--- src/rtl/pkg_wishbone_peri_uart.sv ---
// Shared definitions for the Wishbone UART peripheral: bus structs, register map,
// STATUS bit positions and the shifter state encoding used by both directions.
package pkg_wishbone_peri_uart;

    localparam logic [1:0] ADR_DATA   = 2'd0;
    localparam logic [1:0] ADR_STATUS = 2'd1;

    localparam int unsigned ST_RX_NONEMPTY  = 0;
    localparam int unsigned ST_TX_FULL      = 1;
    localparam int unsigned ST_TX_IDLE      = 2;
    localparam int unsigned ST_RX_OVERRUN   = 3;
    localparam int unsigned ST_RX_FRAME_ERR = 4;

    typedef enum logic [1:0] {
        StIdle,
        StStart,
        StData,
        StStop
    } shift_state_e;

    typedef struct packed {
        logic       stb;
        logic       we;
        logic [1:0] adr;
        logic [7:0] dat;
    } wb_ctrl_t;

    typedef struct packed {
        logic       ack;
        logic [7:0] dat;
        logic       stall;
    } wb_peri_t;

endpackage

--- src/rtl/uart_fifo.sv ---
// Byte FIFO with first-word-fall-through read data; pointers carry one extra wrap bit.
// A push while full is accepted only if a pop frees the slot in the same cycle.
module uart_fifo #(
    parameter int unsigned DEPTH = 4
) (
    input  logic       clk,
    input  logic       rst,
    input  logic       push,
    input  logic [7:0] wdata,
    input  logic       pop,
    output logic [7:0] rdata,
    output logic       full,
    output logic       empty
);

    localparam int unsigned AW = $clog2(DEPTH);

    logic [AW:0] wr_ptr_q, wr_ptr_d;
    logic [AW:0] rd_ptr_q, rd_ptr_d;
    logic [7:0]  mem_q [DEPTH];
    logic        do_push, do_pop;

    always_comb begin
        empty    = (wr_ptr_q == rd_ptr_q);
        full     = (wr_ptr_q[AW] != rd_ptr_q[AW]) && (wr_ptr_q[AW-1:0] == rd_ptr_q[AW-1:0]);
        do_pop   = pop && !empty;
        do_push  = push && (!full || do_pop);
        wr_ptr_d = do_push ? wr_ptr_q + (AW+1)'(1) : wr_ptr_q;
        rd_ptr_d = do_pop ? rd_ptr_q + (AW+1)'(1) : rd_ptr_q;
        rdata    = mem_q[rd_ptr_q[AW-1:0]];
    end

    always_ff @(posedge clk) begin
        if (!rst) begin
            wr_ptr_q <= '0;
            rd_ptr_q <= '0;
        end else begin
            wr_ptr_q <= wr_ptr_d;
            rd_ptr_q <= rd_ptr_d;
        end
    end

    always_ff @(posedge clk) begin
        if (do_push) begin
            mem_q[wr_ptr_q[AW-1:0]] <= wdata;
        end
    end

endmodule

--- src/rtl/wishbone_peri_uart.sv ---
// Wishbone responder exposing a buffered 8N1 UART: DATA/STATUS registers, TX and RX
// shifters inline, one FIFO per direction and sticky overrun / framing-error flags.
module wishbone_peri_uart
    import pkg_wishbone_peri_uart::*;
#(
    parameter int unsigned CLK_PER_BIT = 104,
    parameter int unsigned FIFO_DEPTH  = 4
) (
    input  logic     clk,
    input  logic     rst,
    input  wb_ctrl_t wb_c,
    output wb_peri_t wb_p,
    output logic     tx,
    input  logic     rx
);

    localparam int unsigned CW = $clog2(CLK_PER_BIT);
    localparam logic [CW-1:0] BIT_LAST  = CW'(CLK_PER_BIT - 1);
    localparam logic [CW-1:0] HALF_LAST = CW'(CLK_PER_BIT / 2 - 1);

    logic       ack_q, ack_d;
    logic [7:0] rdat_q, rdat_d;
    logic       wr_pend_q, wr_pend_d;
    logic [7:0] wr_data_q, wr_data_d;
    logic       overrun_q, overrun_d;
    logic       frame_err_q, frame_err_d;
    logic [7:0] status;
    logic       bus_rd, bus_wr, sts_wr;

    logic       tx_push, tx_pop, tx_full, tx_empty;
    logic [7:0] tx_rdata;
    logic       rx_push, rx_pop, rx_full, rx_empty;
    logic [7:0] rx_rdata;
    logic       overrun_set, frame_err_set;

    shift_state_e      tx_state_q, tx_state_d;
    logic [CW-1:0]     tx_cnt_q, tx_cnt_d;
    logic [2:0]        tx_bit_q, tx_bit_d;
    logic [7:0]        tx_shift_q, tx_shift_d;
    logic              tx_q, tx_d;
    logic              tx_bit_end;

    logic              rx_sync1_q, rx_sync2_q, rx_prev_q;
    shift_state_e      rx_state_q, rx_state_d;
    logic [CW-1:0]     rx_cnt_q, rx_cnt_d;
    logic [2:0]        rx_bit_q, rx_bit_d;
    logic [7:0]        rx_shift_q, rx_shift_d;
    logic              rx_bit_end;

    uart_fifo #(.DEPTH(FIFO_DEPTH)) u_tx_fifo (
        .clk   (clk),
        .rst   (rst),
        .push  (tx_push),
        .wdata (wr_data_q),
        .pop   (tx_pop),
        .rdata (tx_rdata),
        .full  (tx_full),
        .empty (tx_empty)
    );

    uart_fifo #(.DEPTH(FIFO_DEPTH)) u_rx_fifo (
        .clk   (clk),
        .rst   (rst),
        .push  (rx_push),
        .wdata (rx_shift_q),
        .pop   (rx_pop),
        .rdata (rx_rdata),
        .full  (rx_full),
        .empty (rx_empty)
    );

    // Bus side: every strobe is accepted; ack and read data are registered.
    always_comb begin
        bus_rd  = wb_c.stb && !wb_c.we;
        bus_wr  = wb_c.stb && wb_c.we;
        sts_wr  = bus_wr && (wb_c.adr == ADR_STATUS);
        rx_pop  = bus_rd && (wb_c.adr == ADR_DATA) && !rx_empty;
        // Full is sampled from registered state, so a same-cycle shifter pop does not help.
        tx_push = wr_pend_q && !tx_full;

        status                  = 8'h00;
        status[ST_RX_NONEMPTY]  = !rx_empty;
        status[ST_TX_FULL]      = tx_full;
        status[ST_TX_IDLE]      = tx_empty && (tx_state_q == StIdle);
        status[ST_RX_OVERRUN]   = overrun_q;
        status[ST_RX_FRAME_ERR] = frame_err_q;

        ack_d  = wb_c.stb;
        rdat_d = 8'h00;
        if (bus_rd) begin
            unique case (wb_c.adr)
                ADR_DATA:   rdat_d = rx_empty ? 8'h00 : rx_rdata;
                ADR_STATUS: rdat_d = status;
                default:    rdat_d = 8'h00;
            endcase
        end
        wr_pend_d = bus_wr && (wb_c.adr == ADR_DATA);
        wr_data_d = wb_c.dat;

        overrun_set = rx_push && rx_full && !rx_pop;
        overrun_d   = (overrun_q && !(sts_wr && wb_c.dat[ST_RX_OVERRUN])) || overrun_set;
        frame_err_d = (frame_err_q && !(sts_wr && wb_c.dat[ST_RX_FRAME_ERR])) || frame_err_set;
    end

    // TX shifter; a queued byte's start bit follows the stop bit with no idle gap.
    always_comb begin
        tx_state_d = tx_state_q;
        tx_cnt_d   = tx_cnt_q;
        tx_bit_d   = tx_bit_q;
        tx_shift_d = tx_shift_q;
        tx_d       = tx_q;
        tx_pop     = 1'b0;
        tx_bit_end = (tx_cnt_q == BIT_LAST);
        if (tx_state_q != StIdle) begin
            tx_cnt_d = tx_bit_end ? '0 : tx_cnt_q + CW'(1);
        end
        unique case (tx_state_q)
            StIdle: begin
                if (!tx_empty) begin
                    tx_pop     = 1'b1;
                    tx_shift_d = tx_rdata;
                    tx_cnt_d   = '0;
                    tx_state_d = StStart;
                    tx_d       = 1'b0;
                end
            end
            StStart: begin
                if (tx_bit_end) begin
                    tx_state_d = StData;
                    tx_bit_d   = 3'd0;
                    tx_d       = tx_shift_q[0];
                end
            end
            StData: begin
                if (tx_bit_end) begin
                    if (tx_bit_q == 3'd7) begin
                        tx_state_d = StStop;
                        tx_d       = 1'b1;
                    end else begin
                        tx_shift_d = {1'b0, tx_shift_q[7:1]};
                        tx_bit_d   = tx_bit_q + 3'd1;
                        tx_d       = tx_shift_q[1];
                    end
                end
            end
            StStop: begin
                if (tx_bit_end) begin
                    if (!tx_empty) begin
                        tx_pop     = 1'b1;
                        tx_shift_d = tx_rdata;
                        tx_state_d = StStart;
                        tx_d       = 1'b0;
                    end else begin
                        tx_state_d = StIdle;
                        tx_d       = 1'b1;
                    end
                end
            end
            default: tx_state_d = StIdle;
        endcase
    end

    // RX shifter: start is re-checked at mid-bit, later samples land on bit centres.
    always_comb begin
        rx_state_d    = rx_state_q;
        rx_cnt_d      = rx_cnt_q + CW'(1);
        rx_bit_d      = rx_bit_q;
        rx_shift_d    = rx_shift_q;
        rx_push       = 1'b0;
        frame_err_set = 1'b0;
        rx_bit_end    = (rx_cnt_q == BIT_LAST);
        unique case (rx_state_q)
            StIdle: begin
                rx_cnt_d = '0;
                if (rx_prev_q && !rx_sync2_q) begin
                    rx_state_d = StStart;
                end
            end
            StStart: begin
                if (rx_cnt_q == HALF_LAST) begin
                    rx_cnt_d   = '0;
                    rx_bit_d   = 3'd0;
                    rx_state_d = rx_sync2_q ? StIdle : StData;
                end
            end
            StData: begin
                if (rx_bit_end) begin
                    rx_cnt_d   = '0;
                    rx_shift_d = {rx_sync2_q, rx_shift_q[7:1]};
                    rx_bit_d   = rx_bit_q + 3'd1;
                    if (rx_bit_q == 3'd7) begin
                        rx_state_d = StStop;
                    end
                end
            end
            StStop: begin
                if (rx_bit_end) begin
                    rx_state_d    = StIdle;
                    rx_push       = rx_sync2_q;
                    frame_err_set = !rx_sync2_q;
                end
            end
            default: rx_state_d = StIdle;
        endcase
    end

    always_ff @(posedge clk) begin
        if (!rst) begin
            ack_q       <= 1'b0;
            rdat_q      <= 8'h00;
            wr_pend_q   <= 1'b0;
            wr_data_q   <= 8'h00;
            overrun_q   <= 1'b0;
            frame_err_q <= 1'b0;
            tx_state_q  <= StIdle;
            tx_cnt_q    <= '0;
            tx_bit_q    <= 3'd0;
            tx_shift_q  <= 8'h00;
            tx_q        <= 1'b1;
            rx_sync1_q  <= 1'b1;
            rx_sync2_q  <= 1'b1;
            rx_prev_q   <= 1'b1;
            rx_state_q  <= StIdle;
            rx_cnt_q    <= '0;
            rx_bit_q    <= 3'd0;
            rx_shift_q  <= 8'h00;
        end else begin
            ack_q       <= ack_d;
            rdat_q      <= rdat_d;
            wr_pend_q   <= wr_pend_d;
            wr_data_q   <= wr_data_d;
            overrun_q   <= overrun_d;
            frame_err_q <= frame_err_d;
            tx_state_q  <= tx_state_d;
            tx_cnt_q    <= tx_cnt_d;
            tx_bit_q    <= tx_bit_d;
            tx_shift_q  <= tx_shift_d;
            tx_q        <= tx_d;
            rx_sync1_q  <= rx;
            rx_sync2_q  <= rx_sync1_q;
            rx_prev_q   <= rx_sync2_q;
            rx_state_q  <= rx_state_d;
            rx_cnt_q    <= rx_cnt_d;
            rx_bit_q    <= rx_bit_d;
            rx_shift_q  <= rx_shift_d;
        end
    end

    assign wb_p = '{ack: ack_q, dat: rdat_q, stall: 1'b0};
    assign tx   = tx_q;

endmodule

--- config.mk ---
export PLATFORM = sky130hd
export DESIGN_NAME = wishbone_peri_uart
export DESIGN_NICKNAME = d
export VERILOG_FILES = /design/src/rtl/pkg_wishbone_peri_uart.sv /design/src/rtl/uart_fifo.sv /design/src/rtl/wishbone_peri_uart.sv
export SDC_FILE = /design/constraint.sdc
export NUM_CORES = 1
export LEC_CHECK = 0
export ABC_AREA = 1
export CAP_MARGIN = 20
export CORE_UTILIZATION = 39
export CTS_CLUSTER_SIZE = 16
export DETAILED_ROUTE_END_ITERATION = 8
export GPL_ROUTABILITY_DRIVEN = 1
export SYNTH_ARGS = -nofsm -noshare
export SYNTH_HDL_FRONTEND = slang
export SYNTH_SLANG_ARGS = --single-unit
--- constraint.sdc ---
create_clock -name clk -period 3.4 [get_ports clk]
set_input_delay 0.85 -clock clk [delete_from_list [all_inputs] [get_ports clk]]
set_output_delay 0.85 -clock clk [all_outputs]
set_load 0.05 [all_outputs]
# Word-level counts from Yosys, hierarchy flattened
# Memory sizes are Yosys's and may differ from the RTL's. A register that Yosys moved wholly into a read port is not among the register bits.
# Cells that the tools add are included.
# totals
register_bits	76
ramBits	64
out_inout_bits	11
wordCells	167
memories	2
# memory_table
memory	words	width	read_ports	rd_clocked_by_memory_dff	wr	line	source
u_rx_fifo.mem_q	4	8	1	1	1	uart_fifo.sv:20	logic [7:0] mem_q [DEPTH];
u_tx_fifo.mem_q	4	8	1	1	1	uart_fifo.sv:20	
# op_classes
add_sub_neg	8
n_eq_ne	29
n_mux	57
n_reduce_logical	49
# ops
op	n
$mux 7	6
$mux 8	5
$mux 2	15
$pmux 8 s3	1
$ne 2x2->1 const B	11
$logic_and 1x1->1	21
$pmux 7 s3	1
$add 3x1->3 const B	6
$mux 1	17
$pmux 2 s4	2
$pmux 8 s2	1
$mux 3	5
$add 7x1->7 const B	2
$eq 7x7->1 const B	2
$pmux 3 s2	2
$reduce_and 4->1	3
$reduce_and 5->1	2
$logic_not 1->1	9
$eq 2x2->1 const B	4
$eq 7x6->1 const B	1
$eq 2x1->1 const B	3
$eq 3x3->1	2
$eq 3x3->1 const B	2
$logic_not 2->1	3
other kinds (9)	17

# Depth between registers and ports, before layout
# Gate-level depths: netlist of the first run.
# logic_depth
ltp_word	9
depth_mapped	11

# Hierarchy
# From an unflattened synthesis of the first run, not the netlist that was laid out.
# unflattened
cells_unflattened	680
hier_area_um2	6243.5
# modules_own_cells
module	instances	cells_each	area_per_inst_um2	seq_area_each_um2
uart_fifo	2	142	1644.1	1121.1
wishbone_peri_uart	1	396	2955.3	1281.2

# Least setup slack after synthesis of the first run
# No wires, ideal clock.
# synth_timing
path_type	in2reg
startpoint	in wb_c[8] (netlist bit)
endpoint	mem u_rx_fifo.mem_q[0][0], enable pin
arrival_ps	1646
slack_ps	1383
path_stages	5
path_cell_list	nor2_1 -> nand2_1 -> nand3_1 -> nand2_1 -> nor2_1
# synth_via
elab_chain_cells	8
# synth_lines
element	line	source
start: declaration	wishbone_peri_uart.sv:11	input wb_ctrl_t wb_c,
$logic_not 2->1	wishbone_peri_uart.sv:77	rx_pop = bus_rd && (wb_c.adr == ADR_DATA) && !rx_empty;
$logic_and 1x1->1 (2 in a row)	wishbone_peri_uart.sv:77	
$logic_and 1x1->1	uart_fifo.sv:26	do_pop = pop && !empty;
$logic_or 1x1->1	uart_fifo.sv:27	do_push = push && (!full || do_pop);
$logic_and 1x1->1	uart_fifo.sv:27	
$mux 1	uart_fifo.sv:44	if (do_push) begin
$mux 1 (not written as such)	uart_fifo.sv:45	mem_q[wr_ptr_q[AW-1:0]] <= wdata;
end: declaration	uart_fifo.sv:20	
# Every way passes these cells.

# Worst setup path in the final report of the first run
# layout_timing
startpoint	reg rdat_q[0]
endpoint	out wb_p[1] (netlist bit)
# layout_lines
element	line	source
start: declaration	wishbone_peri_uart.sv:22	logic [7:0] rdat_q, rdat_d;
start signal: assignment	wishbone_peri_uart.sv:229	rdat_q <= rdat_d;
end: declaration	wishbone_peri_uart.sv:12	output wb_peri_t wb_p,
# No word-level cell between the ends.

==> results_dict.tcl, run 1 <==
set metrics [dict create \
    outcome "complete, no violations" \
    critPathMaxStageDelay_ps 820 \
    via_per_inst 4.95 \
    dpl.cell_count 839 \
    synth_most_common_cell "nand2_1" \
    area_growth_pct 16.9 \
    fin_crit_ps 2450 \
    required_ps 2550 \
    total_power_uw 4780 \
    cts_resized 0 \
    yosysWarnings 0 \
    end_kind "output port" \
    clock_path_buffers 2 \
    path_delay_family "buffers and inverters" \
    netlist_top_cells_count "nand2_1 (120), nor2_1 (93), dfxtp_1 (80)" \
    synthArstFlopShare 0 \
    cts_setup_buffers 0 \
    cts_root_buf "clkbuf_16" \
    final_cell_count_no_fill 871 \
    hold_slack_ps 423 \
    cts_sinks 144 \
    syn_area_um2 6020 \
    fmax_ghz 0.409 \
    finalNetCount 706 \
    synth-edff-count 64 \
    synth_ff_type "dfxtp_1" \
    grt_usage 0.170 \
    path_cells "clkdlybuf4s50_1" \
    timing.slew.headroom 0.441 \
    fin_util 0.464 \
    synth_top_area_cell "edfxtp_1" \
    postRouteAntennaNets 0 \
    grt_pass1_wl_um 20900 \
    diodes 0 \
    pin_count 26 \
    syn-num-nets 680 \
    nFillCells 1403 \
    cp_slowest_cell "clkdlybuf4s50_1" \
    die-area_um2 15900 \
    rsz0062_at_grt "false" \
    finalClockSkew_ps 7.52 \
    drive_above_1_share 0.0761 \
    worstPathMaxFanout 1 \
    grt_pass1_vias 4311 \
    p_leak_uw 0.00278 \
    synth_top_area_frac 0.319 \
    vdd_ir_drop_max_uv 376 \
    initial_core_util 0.397 \
    wire_per_inst_um 14.2 \
    worstMarginPinSlew_ps 835 \
    die_h_um 126 \
    cts_inserted_buffers 17 \
    finalHoldViolations 0 \
    clock_latency_ps 420 \
    overflow 0 \
    dr.pass1.iters 4 \
    finalSetupTns_ps 0 \
    cap_violations 0 \
    p_per_area_nw_per_um2 680 \
    antenna_found_initial 0 \
    fin_crit_sh 0.719 \
    synthDistinctLibCells 42 \
    crit_type "flip-flop to output port" \
    holdCritPathClass "flip-flop to flip-flop" \
    coreArea_um2 15100 \
    rows 45 \
    grt_max_degree 31 \
    die_x_um 126 \
    vias 4315 \
    syn_inst 644 \
    h-tree-depth 4 \
    port_buffers 24 \
    synthTopCellsByArea "edfxtp_1 (32%), dfxtp_1 (27%), nand2_1 (7.5%), nor2_1 (5.8%), ha_1 (4.4%)" \
    clk_pin_slew_worst_paths_ps 60 \
    critPathArrivalTime_ps 1600 \
    ys_seq_area_frac 0.586 \
    dp_hpwl_um 8680 \
    remaining_drc_errors 0 \
    startpoint_type "flip-flop" \
    cts.hold.buffers_added 0 \
    place_congestion 0.866 \
    syn_avg_cell_area_um2 9.34 \
    setup_viol 0 \
    worst-path-buf-inv 1 \
    synth_seq_cells 144 \
    report.final.slew_viol_count 0 \
    routed_wl_um 12300 \
    drt-initial-drc-count 361 \
    cts_tree "done" \
]
[through the flow]
step	instance area (um2)	setup slack (ps)
after floorplan	6020	1380
after global placement	6410	675
after detailed placement	6410	579
after CTS	7030	934
after global routing	7030	829
final	7030	955
[flip-flops by register name, indices dropped and copies added, names as in the netlist, 7 cells and up, named ones only]
name and cells:
tx_shift_q 8, u_rx_fifo.mem_q 32, rx_cnt_q 7, rdat_q 8
rx_shift_q 8, tx_cnt_q 7, wr_data_q 8, u_tx_fifo.mem_q 32
[per-layer routing]
layer / part of all wire / GRT usage
met1: 0.46 / 0.210
met2: 0.48 / 0.279
met3: 0.038 / 0.0450
met4: 0.024 / 0.0744
met5: 0 / 0
[cells by family after synthesis]
| logic type | Yosys count | synth area share |
|---|---|---|
| other | 1 | 0.000623 |
| AO/OA/AOI/OAI | 113 | 0.104 |
| AND/OR/NAND/NOR | 267 | 0.190 |
| adder cells (fa/ha/maj) | 21 | 0.0437 |
| XOR/XNOR | 13 | 0.0189 |
| buffers and inverters | 85 | 0.0578 |
| flip-flops | 144 | 0.586 |
[where the power goes]
part           switching (uW)  internal (uW)
Combinational             576            290
Clock                     770           1180
Sequential               84.9           1880
[worst paths after layout]
| path | from | to | slack, ps | cells after the start |
|---|---|---|---|---|
| max | rdat_q[0] | wb_p[1] | 950 | 1 |
| min | rx_sync1_q | rx_sync2_q | 420 | 1 |
| max reg2reg | rx_cnt_q[0] | u_rx_fifo.mem_q[3][2] | 1080 | 7 |
| min reg2reg | rx_sync1_q | rx_sync2_q | 420 | 1 |
[cell usage in the layout (no fill, tap or decap), drive strengths merged, types with 8 or more instances in the layout]
cell / n
nand3: 23
edfxtp: 64
o22ai: 8
ha: 21
dfxtp: 80
xor2: 9
nand2: 124
clkdlybuf4s50: 24
nor2: 94
a21oi: 42
clkbuf: 17
o21ai: 51
nor3: 8
inv: 72
[layout make-up]
type                            count  area (um2)  share of cell area
Timing Repair Buffer               26         255              0.0363
Clock inverter                     15         199              0.0283
Multi-Input combinational cell    415        2150               0.305
Clock buffer                       17         425              0.0605
Inverter                           66         248              0.0352
Sequential cell                   144        3520               0.501
Tap cell                          188         235              0.0335
(Power assumes the default switching activity.)
==> run 2: changes to the inputs <==
==> constraint.sdc (replaced) <==
create_clock -name clk -period 2.15 [get_ports clk]
set_input_delay 0.5375 -clock clk [delete_from_list [all_inputs] [get_ports clk]]
set_output_delay 0.5375 -clock clk [all_outputs]
set_load 0.05 [all_outputs]
==> run 2 against run 1 <==
Effect of this change:
- critical path depth unchanged
- total power increased by 61%
- design area increased by 2.0%
- global-route usage increased by 0.22 points
- sequential cell count unchanged
- worst hold slack improved by 1.3 ps
- combinational power increased by 65%
- count of clock-buffer cells in the layout increased by 1
- clock power increased by 63%
- via count increased by 2.1%
- sequential share of layout area decreased by 1.0 points
==> results_dict.tcl, run 2 (synthesis results as in run 1) <==
set metrics [dict create \
    fin_crit_sh 0.963 \
    clock_path_buffers 2 \
    cts.hold.buffers_added 0 \
    cts_resized 0 \
    vias 4407 \
    cts_sinks 144 \
    die_x_um 126 \
    diodes 0 \
    grt_max_degree 30 \
    p_leak_uw 0.00295 \
    die-area_um2 15900 \
    antenna_found_initial 0 \
    grt_usage 0.172 \
    cts_inserted_buffers 17 \
    layout_common_cells "nand2_1 (120), nor2_1 (93), dfxtp_1 (80)" \
    area_growth_pct 19.3 \
    cp.depth 1 \
    fmax_ghz 0.483 \
    port_buffers 24 \
    path_cells "clkdlybuf4s50_1" \
    cap_violations 0 \
    dr.pass1.iters 6 \
    place_congestion 0.857 \
    die_h_um 126 \
    startpoint_type "flip-flop" \
    timing.slew.headroom 0.661 \
    report.final.slew_viol_count 0 \
    postRouteAntennaNets 0 \
    initial_core_util 0.397 \
    rows 45 \
    critPathArrivalTime_ps 1530 \
    grt_pass1_wl_um 21100 \
    required_ps 1610 \
    remaining_drc_errors 0 \
    reg2regPathDepth 8 \
    vdd_ir_drop_max_uv 513 \
    worstPathMaxFanout 1 \
    overflow 0 \
    wire_per_inst_um 14.2 \
    h-tree-depth 4 \
    total_power_uw 7690 \
    cts_root_buf "clkbuf_16" \
    drt-initial-drc-count 353 \
    outcome "complete, no violations" \
    grt_pass1_vias 4446 \
    layout_commonest_cell "nand2_1" \
    clock_latency_ps 420 \
    dp_hpwl_um 8790 \
    hold_slack_ps 425 \
    coreArea_um2 15100 \
    crit_type "flip-flop to output port" \
    rsz0062_at_grt "false" \
    fin_crit_ps 2070 \
    cp_slowest_cell "clkdlybuf4s50_1" \
    worst-path-buf-inv 1 \
    setup_viol 0 \
    holdCritPathClass "flip-flop to flip-flop" \
    routed_wl_um 12500 \
    critPathMaxStageDelay_ps 800 \
    hold_depth 1 \
    clk_pin_slew_worst_paths_ps 60 \
    path_delay_family "buffers and inverters" \
    finalClockSkew_ps 9.44 \
    p_per_area_nw_per_um2 1070 \
    pin_count 26 \
    via_per_inst 4.97 \
    finalNetCount 721 \
    end_kind "output port" \
    finalHoldViolations 0 \
    cts_setup_buffers 0 \
    cts_tree "done" \
    finalSetupTns_ps 0 \
    worstMarginPinSlew_ps 507 \
    drive_above_1_share 0.0931 \
]
==> run 2: cell types whose count changed in the layout (fill, tap and decap cells not counted) <==
cell,previous run,this run
buf_4,2,17
bufinv_16,3,5
clkbuf_1,0,1
clkdlybuf4s50_1,24,19
clkinv_1,1,2
clkinv_2,0,2
clkinv_4,4,3
clkinvlp_4,1,2
dlymetal6s2s_1,0,5
inv_6,5,1
inv_8,2,0
==> run 2: path summary, 6_finish.rpt <==
path	slack, ps	start	endpoint
max reg2reg	310	rx_cnt_q[0]	u_rx_fifo.mem_q[0][4]
max	80	rdat_q[2]	wb_p[3]
min reg2reg	420	rx_sync1_q	rx_sync2_q
min	420	rx_sync1_q	rx_sync2_q
==> run 2: layout make-up <==
cell class / count / area [um2]
inverters: 66 / 248
well taps: 188 / 235
clock buffers: 18 / 429
repair buffers: 41 / 380
fillers: 1405 / 7970
clock inverters: 14 / 214
multi-input cells: 415 / 2150
flip-flops and latches: 144 / 3520
==> run 2: routing by layer <==
metal  global-route usage  part of all wire  vias up
li1                     -                 -     2228
met3               0.0425             0.039       15
met2                0.294              0.49       96
met4               0.0716             0.019        0
met5                    0                 0        -
met1                0.207              0.46     2068
==> run 2: power breakdown <==
| group | leakage, uW | internal (uW) | switching (uW) |
|---|---|---|---|
| clock | 0.000308 | 2060 | 1120 |
| combinational | 0.00139 | 478 | 955 |
| sequential | 0.00125 | 2980 | 102 |
| total | 0.00295 | 5510 | 2180 |
==> run 2: through the flow <==
stage          area, um2  utilization  setup WS (ps)  std cells
6_report            7180        0.474           80.1        886
5_1_grt             7180        0.474           9.89        886
3_3_place_gp        6520        0.430           51.3        854
2_1_floorplan       6020            -            271        644
3_5_place_dp        6520        0.430           40.5        854
4_1_cts             7160        0.473           9.88        886
